<file path="config.mk">
export PLATFORM = sky130hd
export DESIGN_NAME = seq_writer_flat
export DESIGN_NICKNAME = d
export VERILOG_FILES = /design/src/rtl/seq_writer_pkg.sv /design/src/rtl/seq_writer_if.sv /design/src/rtl/seq_writer_beat_counter.sv /design/src/rtl/seq_writer.sv /design/src/flat_wrapper.sv
export SDC_FILE = /design/constraint.sdc
export NUM_CORES = 1
export LEC_CHECK = 0
export CORE_UTILIZATION = 53
export CTS_CLUSTER_SIZE = 10
export DETAILED_ROUTE_END_ITERATION = 12
export PLACE_DENSITY = 0.85
export SYNTH_ARGS = -nofsm -noshare
export SYNTH_HDL_FRONTEND = slang
export SYNTH_SLANG_ARGS = --single-unit
</file>
<file path="constraint.sdc">
create_clock -name i_clk -period 4 [get_ports i_clk]
set_clock_uncertainty 0.1 [all_clocks]
set_input_delay 1 -clock i_clk [delete_from_list [all_inputs] [get_ports i_clk]]
set_output_delay 1 -clock i_clk [all_outputs]
set_load 0.02 [all_outputs]
</file>
<file path="src/rtl/seq_writer_pkg.sv">
// Shared types and helpers for the seq_writer burst producer.
// Holds the FSM encoding, the default data width and the modular increment.
package seq_writer_pkg;

   localparam int DEFAULT_WIDTH = 10;
   localparam int MAX_W         = 32;

   typedef enum logic [1:0] {
      ST_IDLE = 2'd0,
      ST_RUN  = 2'd1,
      ST_DONE = 2'd2
   } state_e;

   // Callers zero-extend to MAX_W and truncate the result to their own width,
   // which drops the carry and gives modulo-2^W behaviour for any W <= MAX_W.
   function automatic logic [MAX_W-1:0] inc(input logic [MAX_W-1:0] a);
      return a + MAX_W'(1);
   endfunction

endpackage

</file>
<file path="src/rtl/seq_writer_if.sv">
// Valid/ready stream carrying the burst values from seq_writer to its consumer.
// A beat transfers on every rising edge where o_valid && i_ready; once o_valid
// is high, o_valid and o_data hold until that transfer, and o_valid never
// depends combinationally on i_ready.
interface seq_writer_if #(
   parameter int WIDTH = seq_writer_pkg::DEFAULT_WIDTH
) ();

   logic             o_valid;
   logic             i_ready;
   logic [WIDTH-1:0] o_data;

   modport master (
      output o_valid,
      output o_data,
      input  i_ready
   );

   modport slave (
      input  o_valid,
      input  o_data,
      output i_ready
   );

endinterface

</file>
<file path="src/rtl/seq_writer_beat_counter.sv">
// Down-counter of beats left in the current burst.
// Loaded at start, decremented on each transfer, flags the final beat.
module seq_writer_beat_counter #(
   parameter int CNTW = 16
) (
   input  logic            clk_i,
   input  logic            rst_ni,
   input  logic            load_i,
   input  logic [CNTW-1:0] load_val_i,
   input  logic            dec_i,
   output logic            is_last_o
);

   logic [CNTW-1:0] rem_q;
   logic [CNTW-1:0] rem_d;

   // The zero guard is defensive: a burst never enters RUN with zero beats.
   always_comb begin
      rem_d = rem_q;
      if (load_i) begin
         rem_d = load_val_i;
      end else if (dec_i && (rem_q != '0)) begin
         rem_d = rem_q - CNTW'(1);
      end
   end

   always_ff @(posedge clk_i or negedge rst_ni) begin
      if (!rst_ni) begin
         rem_q <= '0;
      end else begin
         rem_q <= rem_d;
      end
   end

   assign is_last_o = (rem_q == CNTW'(1));

endmodule

</file>
<file path="src/rtl/seq_writer.sv">
// Burst producer: emits i_count consecutive values starting at i_base on a
// valid/ready stream, then pulses o_done. All outputs come straight from flops.
module seq_writer
   import seq_writer_pkg::*;
#(
   parameter int WIDTH = DEFAULT_WIDTH,
   parameter int CNTW  = 16
) (
   input  logic             i_clk,
   input  logic             i_rst_n,
   input  logic             i_start,
   input  logic [WIDTH-1:0] i_base,
   input  logic [CNTW-1:0]  i_count,
   seq_writer_if.master     strm,
   output logic             o_busy,
   output logic             o_done,
   output logic             o_wrap,
   output state_e           o_state_dbg
);

   state_e           state_q;
   state_e           state_d;
   logic [WIDTH-1:0] data_q;
   logic [WIDTH-1:0] data_d;
   logic             valid_q;
   logic             valid_d;
   logic             busy_q;
   logic             busy_d;
   logic             done_q;
   logic             done_d;
   logic             wrap_q;
   logic             wrap_d;

   logic             fire;
   logic             start_acc;
   logic             count_zero;
   logic             is_last;

   assign fire       = valid_q && strm.i_ready;
   assign start_acc  = (state_q == ST_IDLE) && i_start;
   assign count_zero = (i_count == '0);

   seq_writer_beat_counter #(
      .CNTW (CNTW)
   ) u_beat_counter (
      .clk_i      (i_clk),
      .rst_ni     (i_rst_n),
      .load_i     (start_acc && !count_zero),
      .load_val_i (i_count),
      .dec_i      (fire),
      .is_last_o  (is_last)
   );

   always_ff @(posedge i_clk or negedge i_rst_n) begin
      if (!i_rst_n) begin
         state_q <= ST_IDLE;
         data_q  <= '0;
         valid_q <= 1'b0;
         busy_q  <= 1'b0;
         done_q  <= 1'b0;
         wrap_q  <= 1'b0;
      end else begin
         state_q <= state_d;
         data_q  <= data_d;
         valid_q <= valid_d;
         busy_q  <= busy_d;
         done_q  <= done_d;
         wrap_q  <= wrap_d;
      end
   end

   always_comb begin
      state_d = state_q;
      unique case (state_q)
         ST_IDLE: begin
            if (i_start) begin
               state_d = count_zero ? ST_DONE : ST_RUN;
            end
         end
         ST_RUN: begin
            if (fire && is_last) begin
               state_d = ST_DONE;
            end
         end
         ST_DONE: state_d = ST_IDLE;
         default: state_d = ST_IDLE;
      endcase
   end

   // Flag outputs are decoded from the next state so they land in flops
   // aligned with the state they describe.
   always_comb begin
      valid_d = (state_d == ST_RUN);
      busy_d  = (state_d != ST_IDLE);
      done_d  = (state_d == ST_DONE);
      data_d  = data_q;
      wrap_d  = wrap_q;
      if (start_acc) begin
         wrap_d = 1'b0;
         if (!count_zero) begin
            data_d = i_base;
         end
      end else if (fire) begin
         data_d = WIDTH'(inc(MAX_W'(data_q)));
         if ((&data_q) && !is_last) begin
            wrap_d = 1'b1;
         end
      end
   end

   assign strm.o_valid = valid_q;
   assign strm.o_data  = data_q;
   assign o_busy       = busy_q;
   assign o_done       = done_q;
   assign o_wrap       = wrap_q;
   assign o_state_dbg  = state_q;

endmodule

</file>
<file path="src/flat_wrapper.sv">
// flat-port wrapper written by rule: the top's interface ports become plain ports
module seq_writer_flat import seq_writer_pkg::*;
#(
   parameter int WIDTH = DEFAULT_WIDTH,
   parameter int CNTW  = 16
)
  (i_clk, i_rst_n, i_start, i_base, i_count, o_busy, o_done, o_wrap, o_state_dbg, strm_o_valid, strm_o_data, strm_i_ready);
  seq_writer_if #(.WIDTH(WIDTH)) strm_i ();
  input  logic i_clk;
  input  logic i_rst_n;
  input  logic i_start;
  input  logic [WIDTH-1:0] i_base;
  input  logic [CNTW-1:0] i_count;
  output logic o_busy;
  output logic o_done;
  output logic o_wrap;
  output state_e o_state_dbg;
  output wire logic [$bits(strm_i.o_valid)-1:0] strm_o_valid;
  output wire logic [$bits(strm_i.o_data)-1:0] strm_o_data;
  input wire logic [$bits(strm_i.i_ready)-1:0] strm_i_ready;
  assign strm_o_valid = strm_i.o_valid;
  assign strm_o_data = strm_i.o_data;
  assign strm_i.i_ready = strm_i_ready;
  seq_writer #(.WIDTH(WIDTH), .CNTW(CNTW)) u_core (.i_clk(i_clk), .i_rst_n(i_rst_n), .i_start(i_start), .i_base(i_base), .i_count(i_count), .strm(strm_i), .o_busy(o_busy), .o_done(o_done), .o_wrap(o_wrap), .o_state_dbg(o_state_dbg));
endmodule
</file>
==> results.yml <==
die:
  coreArea_um2: 3360
  core.rowCount: 21
  die_w_um: 61.6
  die_h_um: 61.6
  die_area_um2: 3790
  io_pins: 46
  start_util_pct: 55.9
placement:
  portBuffers: 45
  placed_cell_area_um2: 2380
  dp_cells: 296
  gp_congestion: 0.865
  pre_cts_slack_ns: 0.800
  dp_hpwl_um: 3210
setup_path:
  cp_slowest_stage_delay_ns: 0.47
  critPathCapture: "u_core.u_beat_counter.rem_q[1]$_DFFE_PN0P_"
  worstReg2RegStart: "u_core.u_beat_counter.rem_q[0]$_DFFE_PN0P_"
  critPathKind: "input pin to flip-flop"
  critical_path.slowest_cell: "nor4_1"
  arrival_ns: 2.99
  crit_fanout: 33
  start_kind: "input pin"
  reg2reg_depth: 7
  rr_endpoint: "u_core.u_beat_counter.rem_q[12]$_DFFE_PN0P_"
  required_ns: 4.14
  startpoint: "i_count[10]"
  endpoint_kind: "flip-flop"
  critical_path.cell_chain: "clkdlybuf4s50_1, nor4_1, nand4_1, nand3_1, buf_4, o21a_1, a21oi_1"
  reg2reg_slack_ns: 1.50
timing:
  fin_ws_ns: 1.16
  min_period_ns: 2.84
  hold_violations: 0
  fin_crit_sh_pct: 71.1
  finalSetupViolCount: 0
  worst_pin_slew_ns: 0.571
  finalSetupTns_ns: 0
  relSlewSlack_pct: 61.6
  maxSlewViolCount: 0
  fmax_ghz: 0.352
  worst_hold_slack_ns: 0.404
  rsz0062_at_grt: "no"
logic_synthesis:
  synth_area_leaders: "dfrtp_1 43%, nor2_1 6.4%, a21oi_1 6.1%, xnor2_1 3.3%, nand2_1 2.8%"
  ys.flop_type: "dfrtp_1"
  synth_edf_count: 0
  synth.distinct_cells: 42
  syn-cell-area_um2: 1880
  yosysTopAreaCellShare_pct: 42.6
  async_reset_ff_share_pct: 100
  ys_warn_count: 0
  synth_top_cell_by_area: "dfrtp_1"
  syn_nets: 245
  synth-seq-cells: 32
  ys_seq_area_share_pct: 42.6
  syn_avg_cell_area_um2: 8.91
  syn_inst: 211
worst_hold_path:
  min_from: "u_core.o_wrap$_DFFE_PN0P_"
  worstHoldPathType: "flip-flop to flip-flop"
routing:
  drt_pass1_iterations: 4
  ant_nets: 0
  drc: 0
  post_drt_wl_per_cell_um: 14.7
  vias_per_cell: 5.80
  initialDrtViolationCount: 141
  vias: 1762
  wl_um: 4480
clock_network:
  cts_tree: "done"
  clockRootBuffer: "clkbuf_4"
  clockBufferDepth: 2
  hold_buffers: 0
  path_clk_slew_ns: 0.11
  numCtsBuffers: 5
  cts_htree_levels: 2
  post_cts_resized: 0
  clk_latency_ns: 0.34
  clock_sinks: 32
  postCtsSetupRepairBufs: 0
grt:
  grt_max_degree: 34
  grt.met1_usage_pct: 29.5
  grt_overflow: 0
  antenna_found_initial: 0
  grt_pass1_wl_um: 6840
  busiest_layer: "met2"
  grtUsageTotal_pct: 25.2
  use_met3_pct: 6.93
  use_met2_pct: 42.5
  grt_pass1_vias: 1584
cells_and_area:
  design_area_um2: 2460
  diodes: 0
  final_nets: 291
  final_cell_mix: "45 x clkdlybuf4s50_1, 32 x nor2_1, 32 x dfrtp_1"
  stdcell_count: 304
  area_growth_syn_to_layout_pct: 30.8
  drive_gt1_share_pct: 6.98
  final_common_cell: "clkdlybuf4s50_1"
outcome:
  status: "completed"
run:
  maxCapViolations: 0
power:
  p_leak_nw: 0.948
  pwr_density_cell_nw_per_um2: 595
  ir_drop_v: 0.000361
[cell type report]
type	instances	area, um^2
clock buffers	5	37.5
clock inverters	3	42.5
fillers	292	903
inverters	4	15.0
multi-input cells	165	1030
flip-flops and latches	32	801
well taps	46	57.6
repair buffers	49	480
[logic make-up after synthesis]
| family | after synthesis | share of synthesized area [%] |
|---|---|---|
| AND/OR/NAND/NOR | 91 | 26.3 |
| AO/OA/AOI/OAI | 55 | 18.4 |
| flip-flops | 32 | 42.6 |
| buffers and inverters | 14 | 2.86 |
| multiplexers | 2 | 1.06 |
| XOR/XNOR | 13 | 6.05 |
| adder cells (fa/ha/maj) | 4 | 2.66 |
[worst min-delay path by stage]
stage	endpoint	slack [ns]	cells past startpoint
finish	u_core.o_wrap$_DFFE_PN0P_	0.40	1
global route	u_core.o_wrap$_DFFE_PN0P_	0.42	1
CTS	u_core.o_wrap$_DFFE_PN0P_	0.41	1
detailed placement	u_core.o_wrap$_DFFE_PN0P_	0.38	1
global placement	u_core.o_wrap$_DFFE_PN0P_	0.38	1
floorplan	u_core.u_beat_counter.rem_q[1]$_DFFE_PN0P_	0.42	2
[cell usage after synthesis, types with 2 or more instances]
| cell type | instances |
|---|---|
| o22a_1 | 5 |
| dfrtp_1 | 32 |
| nor2_1 | 32 |
| and2_1 | 3 |
| o21a_1 | 2 |
| nor3b_1 | 2 |
| xor2_1 | 6 |
| xnor2_1 | 7 |
| ha_1 | 4 |
| nor4_1 | 8 |
| nand3_1 | 10 |
| nand4_1 | 5 |
| nor3_1 | 3 |
| nand2_1 | 14 |
| mux2i_1 | 2 |
| a21oi_1 | 23 |
| clkbuf_1 | 8 |
| inv_1 | 4 |
| o2bb2a_1 | 3 |
| o211ai_1 | 2 |
| o21ai_0 | 9 |
| and3_1 | 4 |
| a31oi_1 | 4 |
[per-stage QoR]
stage               power [W]  util [%]
floorplan            0.000975         -
global placement      0.00120      70.8
detailed placement    0.00122      70.8
CTS                   0.00147      73.1
global route          0.00156      73.1
finish                0.00146      73.1
[registers in the layout, summed over array words and instances, names as in the netlist]
name / flops
u_core.u_beat_counter.rem_q: 16
u_core.strm.o_data: 10
u_core.o_state_dbg: 2
u_core.o_busy: 1
u_core.o_done: 1
u_core.o_wrap: 1
u_core.strm.o_valid: 1
[where the power goes]
group | switching [W] | leakage [nW] | internal (W)
Sequential | 0.000171 | 0.360 | 0.000460
Combinational | 0.000285 | 0.547 | 0.000299
Clock | 0.000118 | 0.0412 | 0.000130
Total | 0.000574 | 0.948 | 0.000889
[critical path: cells and delay by family]
family          cells  cell delay (ns)
simple gates        3             0.96
compound gates      2             0.23
buf+inv             2             0.79
[layer usage]
layer / wire (um) / up-vias
met4: 108 / 0
met1: 1950 / 818
met3: 258 / 15
met5: 0 / -
met2: 2160 / 64
li1: - / 865
(Power assumes the default switching activity.)
==> RTL change: new RTL, same settings <==
`data_q` no longer has a reset.
--- a/src/rtl/seq_writer.sv
+++ b/src/rtl/seq_writer.sv
@@ -54,19 +54,21 @@
    always_ff @(posedge i_clk or negedge i_rst_n) begin
       if (!i_rst_n) begin
          state_q <= ST_IDLE;
-         data_q  <= '0;
          valid_q <= 1'b0;
          busy_q  <= 1'b0;
          done_q  <= 1'b0;
          wrap_q  <= 1'b0;
       end else begin
          state_q <= state_d;
-         data_q  <= data_d;
          valid_q <= valid_d;
          busy_q  <= busy_d;
          done_q  <= done_d;
          wrap_q  <= wrap_d;
       end
+   end
+
+   always_ff @(posedge i_clk) begin
+      data_q <= data_d;
    end
 
    always_comb begin
Behaviour: not the same (Yosys sat finds a counterexample within 4 cycles, from zero or initial values and one cycle with i_rst_n low).
==> RTL change against the original RTL <==
Synthesized area is 4.5% lower; worst setup slack better by 0.067 ns; count of clock-buffer cells in the layout grew 1; sequential cell count unchanged; worst hold slack better by 0.012 ns; wire length up 0.63%; global-route usage grew 3.6 points; clock power decreased by 2%; die area decreased by 4.4%; power shrank 9.2%; fmax rose by 2.4%; via count shrank 7.3%; final area is 3.5% lower.
==> RTL change: results (changes against the original RTL) <==
* Non-Filler Instances at 283 (-6.9%)
* Syn Nets at 223 (-9.0%)
* Sequential area share after synthesis at 47.4% (+4.8 points)
* Global-route wire length before repair at 7.43 mm (+8.7%)
* GPL Wtd Cong at 1.00 (+16%)
* Initial drt markers at 106 (-25%)
* Peak VDD IR at 0.351 mV (-2.6%)
* Asr flop ratio synth at 68.8% (-31 points)
* Wire per inst at 15.9 um (+8.1%)
* Post-synth top cells: nor2_1, dfrtp_1, a21oi_1
* Synth Area in Compound Gates at 10.6% (-7.8 points)
* Max incr delay on CP at 0.44 ns (-0.03 ns)
* Post-Syn Instances at 189 (-10%)
* Antenna violations before repair at 0 (unchanged)
* Largest net degree at the start of global routing at 23 (-32%)
* Met2 Usage GRT at 46.0% (+3.4 points)
* Dpl cell area at 2300 um2 (-3.4%)
* Worst-path maximum fanout at 14 (-58%)
* Static Leak at 0.885 nW (-6.7%)
* CP arrival at 2.78 ns (-0.21 ns)
* Post-synthesis mux area share at 1.81% (+0.75 points)
* Max FFs per register at 16 (unchanged)
* Max transition margin at 33.1% (-28 points)
* Synth cell types at 31 (-26%)
* Synth area leaders: dfrtp_1, edfxtp_1, xor2_1
* WL met2 at 2.26 mm (+4.8%)
* # nets final at 272 (-6.5%)
* Gr usage total at 28.8% (+3.6 points)
* Via count at 1633 (-7.3%)
* Status: complete, no violations
* Synth Flop Type: dfrtp_1
* M1 WL at 1.83 mm (-6.0%)
* Dpl ws at 0.910 ns (+0.110 ns)
* Routing usage on met1 at 37.8% (+8.3 points)
* Post-Synth XOR/XNOR Area at 10.7% (+4.7 points)
* Fill count at 211 (-28%)
* Synth Area in Adders at 2.79% (+0.13 points)
* Hpwl dp at 3.35 mm (+4.4%)
* Routed wl met3 at 304 um (+18%)
-- RTL change: path summary, 6_finish.rpt --
kind / cells after the start / slack [ns] / end / startpoint
setup / recovery: 6 / 1.22 / u_core.strm.o_data[3]$_DFFE_PP_ / i_count[1]
max in group asynchronous: 1 / 2.08 / u_core.u_beat_counter.rem_q[5]$_DFFE_PN0P_ / i_rst_n
setup reg to reg: 5 / 1.84 / u_core.u_beat_counter.rem_q[1]$_DFFE_PN0P_ / u_core.u_beat_counter.rem_q[10]$_DFFE_PN0P_
hold reg to reg: 2 / 0.42 / u_core.o_wrap$_DFFE_PN0P_ / u_core.o_wrap$_DFFE_PN0P_
hold / removal: 2 / 0.42 / u_core.o_wrap$_DFFE_PN0P_ / u_core.o_wrap$_DFFE_PN0P_
min in group asynchronous: 1 / 1.11 / u_core.strm.o_valid$_DFF_PN0_ / i_rst_n
-- RTL change: cell type report --
type | count | area share (%)
Clock inverter | 2 | 1.48
Inverter | 4 | 0.632
Sequential cell | 32 | 35.8
Multi-Input combinational cell | 147 | 38.1
Timing Repair Buffer | 48 | 19.9
Tap cell | 44 | 2.32
Clock buffer | 6 | 1.74
-- RTL change: power by group through the flow --
stage,clock network (mW),logic (mW),registers [mW]
finish,0.242,0.479,0.607
CTS,0.246,0.478,0.602
global placement,0,0.453,0.594
floorplan,0,0.276,0.613
global route,0.257,0.521,0.621
detailed placement,0,0.470,0.603
-- RTL change: logic make-up after synthesis --
group           count (synthesis)
xor+xnor                       22
compound gates                 35
fa+ha+maj                       4
buf+inv                        10
simple gates                   83
flops                          32
mux                             3
-- RTL change: worst min-delay path: stages (launching register included) --
cell and delay [ns]:
dfrtp_1 0.36, a31oi_1 0.05, nor2_1 0.08
